==> src/rtl/serial_adder_ctrl_if.sv <==
// Request/result bundle between a requester and the bit-serial adder controller.
// The requester drives start and operands; the adder returns status and result.
interface serial_adder_ctrl_if #(
   parameter int WIDTH = 8
);
   logic             start;
   logic [WIDTH-1:0] a;
   logic [WIDTH-1:0] b;
   logic             busy;
   logic             done;
   logic [WIDTH-1:0] sum;
   logic             carry_out;

   modport master (
      output start, a, b,
      input  busy, done, sum, carry_out
   );

   modport slave (
      input  start, a, b,
      output busy, done, sum, carry_out
   );
endinterface

==> src/rtl/serial_adder_ctrl.sv <==
// Bit-serial WIDTH-bit adder: one full-adder cell (two half adders + OR) is
// reused LSB-first over WIDTH cycles, with a start/busy/done handshake.
module half_adder (
   input  logic x,
   input  logic y,
   output logic s,
   output logic c
);
   assign s = x ^ y;
   assign c = x & y;
endmodule

module serial_adder_ctrl #(
   parameter int WIDTH = 8
) (
   input logic              clk,
   input logic              rst_n,
   serial_adder_ctrl_if.slave bus
);
   // One extra counter bit so the count can reach WIDTH without wrapping.
   localparam int CW = $clog2(WIDTH) + 1;
   localparam logic [CW-1:0] LAST = CW'(WIDTH - 1);

   typedef enum logic [1:0] {IDLE, RUN, DONE} state_t;

   state_t           state_reg, state_next;
   logic [WIDTH-1:0] a_reg, a_next;
   logic [WIDTH-1:0] b_reg, b_next;
   logic [WIDTH-1:0] res_reg, res_next;
   logic [WIDTH-1:0] sum_reg, sum_next;
   logic [CW-1:0]    cnt_reg, cnt_next;
   logic             carry_reg, carry_next;
   logic             co_reg, co_next;
   logic             busy_reg, busy_next;
   logic             done_reg, done_next;

   logic             ha0_s, ha0_c, ha1_s, ha1_c;
   logic             cell_s, cell_c;
   logic [WIDTH-1:0] msb_bit;

   half_adder u_ha0 (.x(a_reg[0]), .y(b_reg[0]),  .s(ha0_s), .c(ha0_c));
   half_adder u_ha1 (.x(ha0_s),    .y(carry_reg), .s(ha1_s), .c(ha1_c));

   assign cell_s = ha1_s;
   assign cell_c = ha0_c | ha1_c;

   always_comb begin
      msb_bit          = '0;
      msb_bit[WIDTH-1] = cell_s;
   end

   always_comb begin
      state_next = state_reg;
      a_next     = a_reg;
      b_next     = b_reg;
      res_next   = res_reg;
      sum_next   = sum_reg;
      cnt_next   = cnt_reg;
      carry_next = carry_reg;
      co_next    = co_reg;
      case (state_reg)
         IDLE, DONE: begin
            // DONE accepts a new request exactly like IDLE for back-to-back use.
            state_next = IDLE;
            if (bus.start) begin
               a_next     = bus.a;
               b_next     = bus.b;
               res_next   = '0;
               carry_next = 1'b0;
               cnt_next   = '0;
               state_next = RUN;
            end
         end
         RUN: begin
            a_next     = a_reg >> 1;
            b_next     = b_reg >> 1;
            res_next   = (res_reg >> 1) | msb_bit;
            carry_next = cell_c;
            cnt_next   = cnt_reg + 1'b1;
            if (cnt_reg == LAST) begin
               sum_next   = (res_reg >> 1) | msb_bit;
               co_next    = cell_c;
               state_next = DONE;
            end
         end
         default: state_next = IDLE;
      endcase
      busy_next = (state_next == RUN);
      done_next = (state_next == DONE);
   end

   always_ff @(posedge clk) begin
      if (!rst_n) begin
         state_reg <= IDLE;
         a_reg     <= '0;
         b_reg     <= '0;
         res_reg   <= '0;
         sum_reg   <= '0;
         cnt_reg   <= '0;
         carry_reg <= 1'b0;
         co_reg    <= 1'b0;
         busy_reg  <= 1'b0;
         done_reg  <= 1'b0;
      end else begin
         state_reg <= state_next;
         a_reg     <= a_next;
         b_reg     <= b_next;
         res_reg   <= res_next;
         sum_reg   <= sum_next;
         cnt_reg   <= cnt_next;
         carry_reg <= carry_next;
         co_reg    <= co_next;
         busy_reg  <= busy_next;
         done_reg  <= done_next;
      end
   end

   assign bus.busy      = busy_reg;
   assign bus.done      = done_reg;
   assign bus.sum       = sum_reg;
   assign bus.carry_out = co_reg;
endmodule

==> src/flat_wrapper.sv <==
// flat-port wrapper written by rule: the top's interface ports become plain ports
module serial_adder_ctrl_flat 
#(
   parameter int WIDTH = 8
)
  (clk, rst_n, bus_start, bus_a, bus_b, bus_busy, bus_done, bus_sum, bus_carry_out);
  serial_adder_ctrl_if #(.WIDTH(WIDTH)) bus_i ();
  input logic clk;
  input logic rst_n;
  input wire logic [$bits(bus_i.start)-1:0] bus_start;
  input wire logic [$bits(bus_i.a)-1:0] bus_a;
  input wire logic [$bits(bus_i.b)-1:0] bus_b;
  output wire logic [$bits(bus_i.busy)-1:0] bus_busy;
  output wire logic [$bits(bus_i.done)-1:0] bus_done;
  output wire logic [$bits(bus_i.sum)-1:0] bus_sum;
  output wire logic [$bits(bus_i.carry_out)-1:0] bus_carry_out;
  assign bus_i.start = bus_start;
  assign bus_i.a = bus_a;
  assign bus_i.b = bus_b;
  assign bus_busy = bus_i.busy;
  assign bus_done = bus_i.done;
  assign bus_sum = bus_i.sum;
  assign bus_carry_out = bus_i.carry_out;
  serial_adder_ctrl #(.WIDTH(WIDTH)) u_core (.clk(clk), .rst_n(rst_n), .bus(bus_i));
endmodule
==> config.mk <==
export PLATFORM = sky130hd
export DESIGN_NAME = serial_adder_ctrl_flat
export DESIGN_NICKNAME = d
export VERILOG_FILES = /design/src/rtl/serial_adder_ctrl_if.sv /design/src/rtl/serial_adder_ctrl.sv /design/src/flat_wrapper.sv
export SDC_FILE = /design/constraint.sdc
export NUM_CORES = 1
export LEC_CHECK = 0
export ABC_AREA = 1
export ABC_CLOCK_PERIOD_IN_PS = 2800
export CAP_MARGIN = 25
export CORE_MARGIN = 2
export CORE_UTILIZATION = 50
export DETAILED_ROUTE_END_ITERATION = 16
export PLACE_DENSITY = 0.87
export SYNTH_ARGS = -nofsm -noshare
export SYNTH_HDL_FRONTEND = slang
export SYNTH_SLANG_ARGS = --single-unit
==> constraint.sdc <==
create_clock -name clk -period 2.8 [get_ports clk]
set_input_delay 0.56 -clock clk [delete_from_list [all_inputs] [get_ports clk]]
set_output_delay 0.56 -clock clk [all_outputs]
set_load 0.05 [all_outputs]
==> results.py <==
metrics = {
    "grt": {
        "grt-ovfl-total": 0,
        "grt_pass1_wl_um": 6617,
        "grt.total_usage_pct": 19.74,
        "antenna_found_initial": 0,
        "grt_start_max_net_pins": 30,
        "first_global_vias": 1561,
    },
    "pwr": {
        "power_mw": 1.331,
        "switching_share_pct": 23.60,
        "switching_power_uw": 314.0,
        "p_int_mw": 1.017,
        "clkPwrFrac_pct": 42.2,
        "p_leak_nw": 0.9247,
        "comb_power_share_pct": 11.4,
        "p_per_area_nw_per_um2": 572.4,
        "seq_power_share_pct": 46.4,
        "vdd_drop_max_uv": 247.8,
    },
    "die": {
        "fp.dieH_um": 66.84,
        "die_w_um": 66.84,
        "start_util_pct": 53.13,
        "ios": 30,
        "dieArea_sq_um": 4468,
        "core_area_sq_um": 3716,
        "fp-row-count": 22,
    },
    "clocking": {
        "cts_resized": 0,
        "hold_buffers": 0,
        "clockBufferDepth": 2,
        "cts_made_buffers": 5,
        "cts.sinks": 41,
        "cts_setup_buffers": 0,
        "htree_levels": 2,
        "cts_tree": "built",
        "cts.clk_slew.worst_paths_ns": 0.08,
        "worstSkewPairLatency_ns": 0.30,
        "clockRootBuffer": "clkbuf_8",
    },
    "sta": {
        "finalSetupViolCount": 0,
        "finalClockSkew_ns": 0.008782,
        "whs_ns": 0.4735,
        "setup_tns_ns": 0,
        "setup_slack_ns": 0.7893,
        "fin_crit_ns": 2.011,
        "slew_viol_final": 0,
        "max_clock_freq_ghz": 0.4973,
        "relSlewSlack_pct": 63.82,
        "hold_viol_final": 0,
        "rsz0062_at_grt": "false",
        "tightest_slew_ns": 0.5410,
        "period_share_pct": 71.81,
    },
    "setup_path": {
        "startpoint": "u_core.bus.sum[5]",
        "crit_path_max_incr_delay_ns": 0.81,
        "crit_end": "bus_sum[5]",
        "rr_startpoint": "u_core.cnt_reg[0]",
        "rr_endpoint": "u_core.bus.sum[5]",
        "cp_top_family": "buffers and inverters",
        "arrival_ns": 1.45,
        "critPathBufInv": 1,
        "cp.required_ns": 2.24,
        "regToRegSetupSlack_ns": 1.30,
        "end_kind": "output port",
        "worstSetupPathDepth": 1,
        "start_kind": "flip-flop",
        "reg2regPathDepth": 6,
        "crit_type": "flip-flop to output port",
        "cp_cell_sequence": "clkdlybuf4s50_1",
        "path_max_fanout": 2,
        "crit_path_top_delay_cell": "clkdlybuf4s50_1",
    },
    "detailed_routing": {
        "routed_wl_um": 3769,
        "firstDrtPassIters": 4,
        "vias_per_cell": 5.220,
        "vias": 1660,
        "drc": 0,
        "wire_per_inst_um": 11.85,
        "ant_nets": 0,
        "drtIter0Drc": 153,
    },
    "final_layout": {
        "fillers": 326,
        "area_growth_pct": 17.74,
        "finalInstanceArea_sq_um": 2325,
        "multi_input_area_sq_um": 897.1,
        "drive_above_1_share_pct": 14.07,
        "ff_latch_area_sq_um": 820.8,
        "utilization_pct": 62.56,
        "finalNonFillerCells": 318,
        "n_antenna_cell": 0,
        "nNetsFinal": 290,
    },
    "synth": {
        "netlist_area_sq_um": 1974,
        "synth_top_area_share_pct": 41.57,
        "ys_seq_area_share_pct": 41.57,
        "synth-warning-count": 0,
        "ys_top_cells_by_area": "dfxtp_1 42%, nand3_1 16%, nand2_1 7.6%",
        "syn-mean-instance-area_sq_um": 7.993,
        "synth_cell_types": 26,
        "synth.net_count": 268,
        "synth-seq-cells": 41,
        "synth_area_leader_cell": "dfxtp_1",
        "syn-instance-count": 247,
    },
    "placement": {
        "place.port_buffers": 29,
        "dpl_worst_slack_ns": 0.6604,
        "detailed_place.area_sq_um": 2191,
        "place_hpwl_um": 2388,
        "dp.cells": 310,
        "routabilityCongestion": 0.7659,
    },
    "worst_hold_path": {
        "hold_class": "flip-flop to flip-flop",
    },
    "job": {
        "max_cap_violations": 0,
    },
    "run_status": {
        "outcome": "completed",
    },
}
## layout make-up
class	instances	area share (%)
Inverter	26	4.306
Timing Repair Buffer	32	13.46
Sequential cell	41	35.31
Tap cell	48	2.583
Clock inverter	3	2.799
Clock buffer	5	2.960
Multi-Input combinational cell	163	38.59
## cells in the final DEF (no fill, tap or decap), types with 2 or more instances in the layout
master           instances
a21oi_2                 10
nand3_2                 10
buf_4                    3
nand3_1                 64
clkdlybuf4s50_1         29
clkbuf_8                 5
bufinv_16                2
dfxtp_1                 41
inv_1                   23
nand2_4                  2
nor2_1                  11
o21ai_0                  2
nand2_1                 40
a21oi_1                 19
## layer usage
metal,routed length [um],vias up,part of all wire [%],global-route usage (%)
met2,1916,28,51,34.75
met5,0,-,0,0
met1,1603,775,43,22.11
met3,178,5,4.7,5.743
li1,-,852,-,-
met4,70,0,1.9,8.163
## cells by family after synthesis
group,synth area share [%]
flip-flops,41.57
adder cells (fa/ha/maj),1.648
AND/OR/NAND/NOR,34.03
AO/OA/AOI/OAI,9.759
buffers and inverters,12.99
## how the worst min path moves through the flow
stage	from	to	slack [ns]	depth (start not counted)
2_1_floorplan	u_core.res_reg[1]	u_core.res_reg[1]	0.45	2
3_3_place_gp	u_core.bus.sum[1]	u_core.bus.sum[1]	0.46	2
3_5_place_dp	u_core.bus.sum[7]	u_core.bus.sum[7]	0.46	2
4_1_cts	u_core.bus.sum[4]	u_core.bus.sum[4]	0.47	2
5_1_grt	u_core.res_reg[1]	u_core.res_reg[1]	0.50	2
6_report	u_core.bus.sum[7]	u_core.bus.sum[7]	0.47	2
## cells in the mapped netlist (all sizes together)
cell type / n
o21ai: 2
nand2: 43
buf: 15
ha: 1
a21oi: 29
clkinv: 1
clkbuf: 2
nor2: 13
inv: 25
nand3: 74
fa: 1
dfxtp: 41
## power groups by stage
stage | clock (mW) | combinational, mW | sequential [mW]
floorplan | 0 | 0.127 | 0.632
global placement | 0 | 0.149 | 0.629
detailed placement | 0 | 0.151 | 0.630
CTS | 0.568 | 0.152 | 0.617
global route | 0.589 | 0.169 | 0.619
finish | 0.562 | 0.152 | 0.617
Note: power is estimated with default switching activity, not from simulation.
